`config.mk`:
```
export PLATFORM = sky130hd
export DESIGN_NAME = dmem_responder
export DESIGN_NICKNAME = d
export VERILOG_FILES = /design/src/rtl/dmem_responder.sv
export SDC_FILE = /design/constraint.sdc
export NUM_CORES = 2
export LEC_CHECK = 0
export ABC_AREA = 1
export CORE_MARGIN = 1.5
export CORE_UTILIZATION = 44
export DETAILED_ROUTE_END_ITERATION = 10
export DONT_BUFFER_PORTS = 1
export MAX_ROUTING_LAYER = met4
export PLACE_DENSITY = 0.58
export SYNTH_ARGS = -nofsm -noshare
export SYNTH_HDL_FRONTEND = slang
export SYNTH_SLANG_ARGS = --single-unit
```
`constraint.sdc`:
```
create_clock -name clk -period 6.03 [get_ports clk]
set_input_delay 1.206 -clock clk [delete_from_list [all_inputs] [get_ports clk]]
set_output_delay 1.206 -clock clk [all_outputs]
set_load 0.1 [all_outputs]
```
`src/rtl/dmem_responder.sv`:
```
// ============================================================================
// dmem_responder : data-memory responder with req/ack handshake, programmable
// wait states and misaligned/out-of-range error reporting.  Rev 1.0
// ============================================================================
`default_nettype none

module dmem_responder #(
  parameter int ADDR_W  = 5,
  parameter int LATENCY = 2
) (
  input  logic        clk,
  input  logic        pcrst,
  input  logic        req,
  input  logic        we,
  input  logic [31:0] addr,
  input  logic [31:0] wdata,
  output logic [31:0] rdata,
  output logic        ack,
  output logic        err,
  output logic        busy
);

  localparam int         DEPTH    = 1 << ADDR_W;
  localparam logic [3:0] CNT_INIT = 4'(LATENCY - 1);

  typedef enum logic [1:0] {
    S_IDLE = 2'd0,
    S_WAIT = 2'd1,
    S_RESP = 2'd2
  } state_t;

  state_t              r_state;
  logic [3:0]          r_cnt;
  logic                r_we;
  logic [31:0]         r_addr;
  logic [31:0]         r_wdata;
  logic [31:0]         r_rdata;
  logic                r_ack;
  logic                r_err;
  logic [31:0]         r_mem [DEPTH];

  logic                w_bad;
  logic [ADDR_W-1:0]   w_idx;

  // Decoded from the latched request so mid-transaction input changes are inert
  assign w_bad = (r_addr[1:0] != 2'b00) || (r_addr[31:ADDR_W+2] != '0);
  assign w_idx = r_addr[ADDR_W+1:2];

  always_ff @(posedge clk or negedge pcrst) begin
    if (!pcrst) begin
      r_state <= S_IDLE;
      r_cnt   <= 4'd0;
      r_we    <= 1'b0;
      r_addr  <= 32'd0;
      r_wdata <= 32'd0;
      r_rdata <= 32'd0;
      r_ack   <= 1'b0;
      r_err   <= 1'b0;
      for (int i = 0; i < DEPTH; i++) begin
        r_mem[i] <= 32'd0;
      end
    end else begin
      case (r_state)
        S_IDLE: begin
          if (req) begin
            r_we    <= we;
            r_addr  <= addr;
            r_wdata <= wdata;
            r_cnt   <= CNT_INIT;
            r_state <= S_WAIT;
          end
        end
        S_WAIT: begin
          if (r_cnt != 4'd0) begin
            r_cnt <= r_cnt - 4'd1;
          end else begin
            r_ack   <= 1'b1;
            r_state <= S_RESP;
            if (w_bad) begin
              r_rdata <= 32'd0;
              r_err   <= 1'b1;
            end else if (r_we) begin
              r_mem[w_idx] <= r_wdata;
              r_err        <= 1'b0;
            end else begin
              r_rdata <= r_mem[w_idx];
              r_err   <= 1'b0;
            end
          end
        end
        S_RESP: begin
          r_ack   <= 1'b0;
          r_err   <= 1'b0;
          r_state <= S_IDLE;
        end
        default: begin
          r_state <= S_IDLE;
        end
      endcase
    end
  end

  assign rdata = r_rdata;
  assign ack   = r_ack;
  assign err   = r_err;
  assign busy  = (r_state != S_IDLE);

endmodule

`default_nettype wire
```
## Word level (Yosys, flattened, before mapping)

Cells that the tools add are included.

| operators by class | value |
|---|---|
| $add $sub $neg | 1 |
| multipliers | 0 |
| divide/modulo/power cells | 0 |
| order comparisons | 2 |
| eq/ne operators | 6 |
| shift operators | 0 |
| multiplexer cells | 19 |
| bitwise logic cells | 3 |
| reductions and logical operators | 15 |

Operators by type and width:

| cell | count |
|---|---|
| $bwmux W1024 | 1 |
| $bmux W32 S5 | 1 |
| $demux W32 S5 | 1 |
| $mux W32 | 5 |
| $reduce_bool A25 Y1 | 1 |
| $mux W4 | 2 |
| $pmux W4 S2 | 1 |
| $reduce_bool A2 Y1 | 4 |
| $ge A6 B6 Y1 const B | 1 |
| $lt A6 B1 Y1 const B | 1 |
| $ne A2 B2 Y1 const B | 3 |
| $not A5 Y6 | 1 |
| $reduce_and A2 Y1 | 3 |
| $reduce_and A3 Y1 | 2 |
| $mux W2 | 2 |
| $pmux W1 S2 | 2 |
| $pmux W2 S2 | 1 |
| $reduce_and A4 Y1 | 1 |
| $reduce_bool A4 Y1 | 1 |
| $sub A4 B1 Y4 const B | 1 |
| $mux W1 | 3 |
| $eq A2 B1 Y1 const B | 1 |
| $eq A2 B2 Y1 const B | 1 |
| $logic_not A2 Y1 | 1 |
| other kinds (4) | 5 |

| storage, ports and cells | value |
|---|---|
| bits in registers | 1129 |
| bits in latches | 0 |
| RAM bits | 0 |
| memory bits (read-only) | 0 |
| output and inout port bits | 35 |
| logic and storage cells | 86 |
| memories kept | 0 |

## Logic depth before layout (Yosys ltp)

| depth | value |
|---|---|
| depth in word-level cells | 6 |
| gate-level depth with buffers | 13 |

## Worst setup path after synthesis

Ideal clock, no wire load.

| path | value |
|---|---|
| kind | register to output |
| start | register r_state[0] |
| end | output port busy |
| data arrival time | 0.983 ns |
| required time | 4.824 ns |
| path slack | 3.841 ns |
| cell stages (with the launch flop) | 3 |
| buffers on the path | 0 |
| cells stage by stage | dfrtp_1 > nor2_1 > inv_1 |

| between the ends | value |
|---|---|
| word-level cells in the longest chain between the ends | 1 |

RTL lines:

| what | RTL line | text |
|---|---|---|
| start: declaration | 32 | `state_t r_state;` |
| start signal: assignment | 51 | `r_state <= S_IDLE;` |
| start signal: assignment | 70 | `r_state <= S_WAIT;` |
| start signal: assignment | 78 | `r_state <= S_RESP;` |
| $reduce_bool A2 Y1 | 106 | `assign busy = (r_state != S_IDLE);` |
| end: declaration | 20 | `output logic busy` |

No other way between the ends.

## Final worst setup path

| path | value |
|---|---|
| start | register r_addr[2] |
| end | register r_rdata[11] (netlist: rdata[11]) |

| between the ends | value |
|---|---|
| word-level cells in the longest chain between the ends | 6 |

RTL lines:

| what | RTL line | text |
|---|---|---|
| start: declaration | 35 | `logic [31:0] r_addr;` |
| start signal: assignment | 67 | `r_addr <= addr;` |
| $not A5 Y6 (implied by the code) | 86 | `r_rdata <= r_mem[w_idx];` |
| $bmux W32 S5 | 86 |  |
| $mux W32 (implied by the code) (2 in series) | 86 |  |
| $mux W32 | 82 | `end else if (r_we) begin` |
| $mux W32 | 79 | `if (w_bad) begin` |
| end signal: assignment | 86 |  |
| end: declaration | 37 | `logic [31:0] r_rdata;` |

No other way between the ends. The select of a mux whose other input is x is not followed.
A chain may end at the register's enable or synchronous reset.

==> impl_metrics.csv <==
group,metric,value,unit
critical_path,crit_type,"register to register",
power,power.density,421,mW/mm²
floorplanning,start_util,0.446,
sta,slew-limit-headroom,0.148,
cells_and_area,regArea,0.0283,mm²
critical_path,arrival,4.53,ns
yosys,netlist.top_cell.by_area,"dfrtp_1",
global_routing,grt.overflow.total,0,
clock_tree,path_clk_slew,0.06,ns
floorplanning,row_count,134,
global_routing,track_usage,0.312,
clock_tree,cts_resized,0,
yosys,syn_inst,9079,
cells_and_area,multi_input_area,0.0252,mm²
clock_tree,cts_root_buffer,"clkbuf_16",
yosys,yosysUniqueCellTypes,18,
cells_and_area,finalInstanceArea,0.0657,mm²
sta,fmax,0.258,GHz
critical_path,start_kind,"register",
cells_and_area,final_cell_mix,"nand2_1, dfrtp_1, nand3_1, inv_1, buf_4",
critical_path,worstPathRequired,6.69,ns
placed_design,place_area,0.0611,mm²
detailed_routing,drt_pass1_iterations,6,
yosys,yosys_warnings,0,
detailed_routing,drcViolationCount,0,
run_status,status,"finished, final reports clean",
clock_tree,htreeDepth,4,
cells_and_area,drive_gt1_frac,0.0497,
detailed_routing,wl,207000,µm
yosys,synth_xor_area_frac,0,
yosys,seq_area_frac_synth,0.473,
cells_and_area,antennaDiodeCount,0,
detailed_routing,routed_via_density,5.22,
sta,tns,0,ns
floorplanning,io_pins,103,
yosys,synth_nets,9149,
yosys,synthAdderAreaFrac,0.000419,
yosys,synth_top_area_share,0.473,
yosys,syn_area,0.0597,mm²
sta,finalMaxSlewViolations,0,
sta,finalSetupViolations,0,
clock_tree,cts_setup_buffers,0,
detailed_routing,detail-route-antenna-nets,0,
floorplanning,chipWidth,371,µm
power,vdd_drop_max,491,µV
sta,grt_setup_unrepaired,"false",
clock_tree,clock_sinks,1129,
cells_and_area,final_util,0.491,
cells_and_area,synthToLayoutAreaGrowth,10.1,%
critical_path,path_max_fanout,83,
power,leakage,37.2,nW
sta,period_share,0.642,
global_routing,grt_pass1_wl,321000,µm
cells_and_area,nets,8790,
cells_and_area,nFillCells,13500,
sta,tightest_slew,1.28,ns
detailed_routing,drt_iter0_drc,6258,
global_routing,antenna_found_initial,0,
clock_tree,cts_tree,"done",
detailed_routing,wl_per_cell,19.6,µm
min_path,hold_path_class,"input pin to asynchronous set/reset pin",
placed_design,io_buffers,0,
global_routing,grt_max_degree,178,
detailed_routing,via_count,55300,
yosys,avgSynthCellArea,6.57,µm²
floorplanning,fp.dieArea,0.138,mm²
clock_tree,clockBufferDepth,3,
floorplanning,die_h,371,µm
global_routing,grt_pass1_vias,52400,
yosys,ys_top_cells_by_area,"dfrtp_1, nand2_1, nand3_1",
sta,fin_crit,3.87,ns
yosys,synth_top_family_by_area,"simple AND/OR/NAND/NOR gates",
cells_and_area,layout_commonest_cell,"nand2_1",
floorplanning,core,0.134,mm²
yosys,synth_compound_area_frac,0.00109,
placed_design,gp_congestion,0.872,
yosys,ys_ff_latch,1129,
yosys,yosys.area_share.simple,0.416,
critical_path,cp-end-kind,"register",
sta,finalHoldViolations,0,
sta,skew,0.0409,ns
clock_tree,cts_buffers,134,
clock_tree,insertion_delay,0.80,ns
clock_tree,ctsHoldBuffers,0,
yosys,synth.area.mux_share,0,
placed_design,dp_hpwl,115000,µm
run,cap_violations,0,
## final timing paths
path | from | slack, ns | end | cells after the start
min in group clk | r_mem[441] | 0.48 | r_mem[441] | 2
min | pcrst | 0.40 | r_mem[677] | 1
max reg2reg | r_addr[2] | 2.16 | rdata[11] | 12
min reg2reg | r_mem[441] | 0.48 | r_mem[441] | 2
max in group asynchronous | pcrst | 4.17 | r_mem[250] | 2
max | r_addr[2] | 2.16 | rdata[11] | 12
## flip-flops by register name, indices dropped and copies added (netlist names)
name,count
r_addr,32
rdata,32
r_cnt,4
ack,1
r_wdata,32
err,1
r_we,1
r_state,2
r_mem,1024
## cell usage after synthesis, drive strengths merged
cell / n
nand2: 5001
dfrtp: 1129
nand3: 1063
inv: 1049
clkbuf: 598
nor2: 121
buf: 60
nand4: 34
o21ai: 10
nor3: 8
a21oi: 3
ha: 2
clkinv: 1
## worst max-delay path: stages (launching register included)
cell and delay (ns):
dfrtp_4 0.69, inv_8 0.51, buf_4 0.86, buf_4 0.73
nand2_1 0.10, nand2_1 0.08, nand2_1 0.05, nand2_1 0.09
nand2_1 0.05, nand2_1 0.20, nor2_1 0.07, nand3_1 0.08
nand2_1 0.06
## logic make-up (layout without fill, tap and decap cells)
kind of cell    Yosys count  count (layout)
simple gates           6227            6227
buf+inv                1708            1455
flops                  1129            1129
compound gates           13              13
fa+ha+maj                 2               2
## layer usage
layer | part of all wire | GRT usage
met1 | 0.45 | 0.431
met2 | 0.45 | 0.474
met3 | 0.083 | 0.0526
met4 | 0.023 | 0.0838
met5 | 0 | -
## through the flow
step	hold WS, ns	worst slack [ns]	cells	total power, mW
after floorplan	0.449	3.84	9079	14.9
after global placement	0.462	2.27	10400	18.9
after detailed placement	0.466	2.26	10400	19.0
after CTS	0.402	2.24	10600	27.6
after global routing	0.417	1.89	10600	29.1
final	0.400	2.16	10600	27.7
## where the power goes
group | switching [mW] | total [mW] | internal (mW)
sequential | 0.559 | 8.37 | 7.81
combinational | 8.22 | 10.7 | 2.48
clock | 3.42 | 8.58 | 5.16
## area by class of cell
type / count / share of cell area
Inverter: 1050 / 0.0602
Clock inverter: 44 / 0.00925
Sequential cell: 1129 / 0.430
Clock buffer: 198 / 0.0610
Timing Repair Buffer: 163 / 0.0222
Multi-Input combinational cell: 6242 / 0.384
Tap cell: 1768 / 0.0337
No activity file was read; power rests on OpenSTA's default activity.
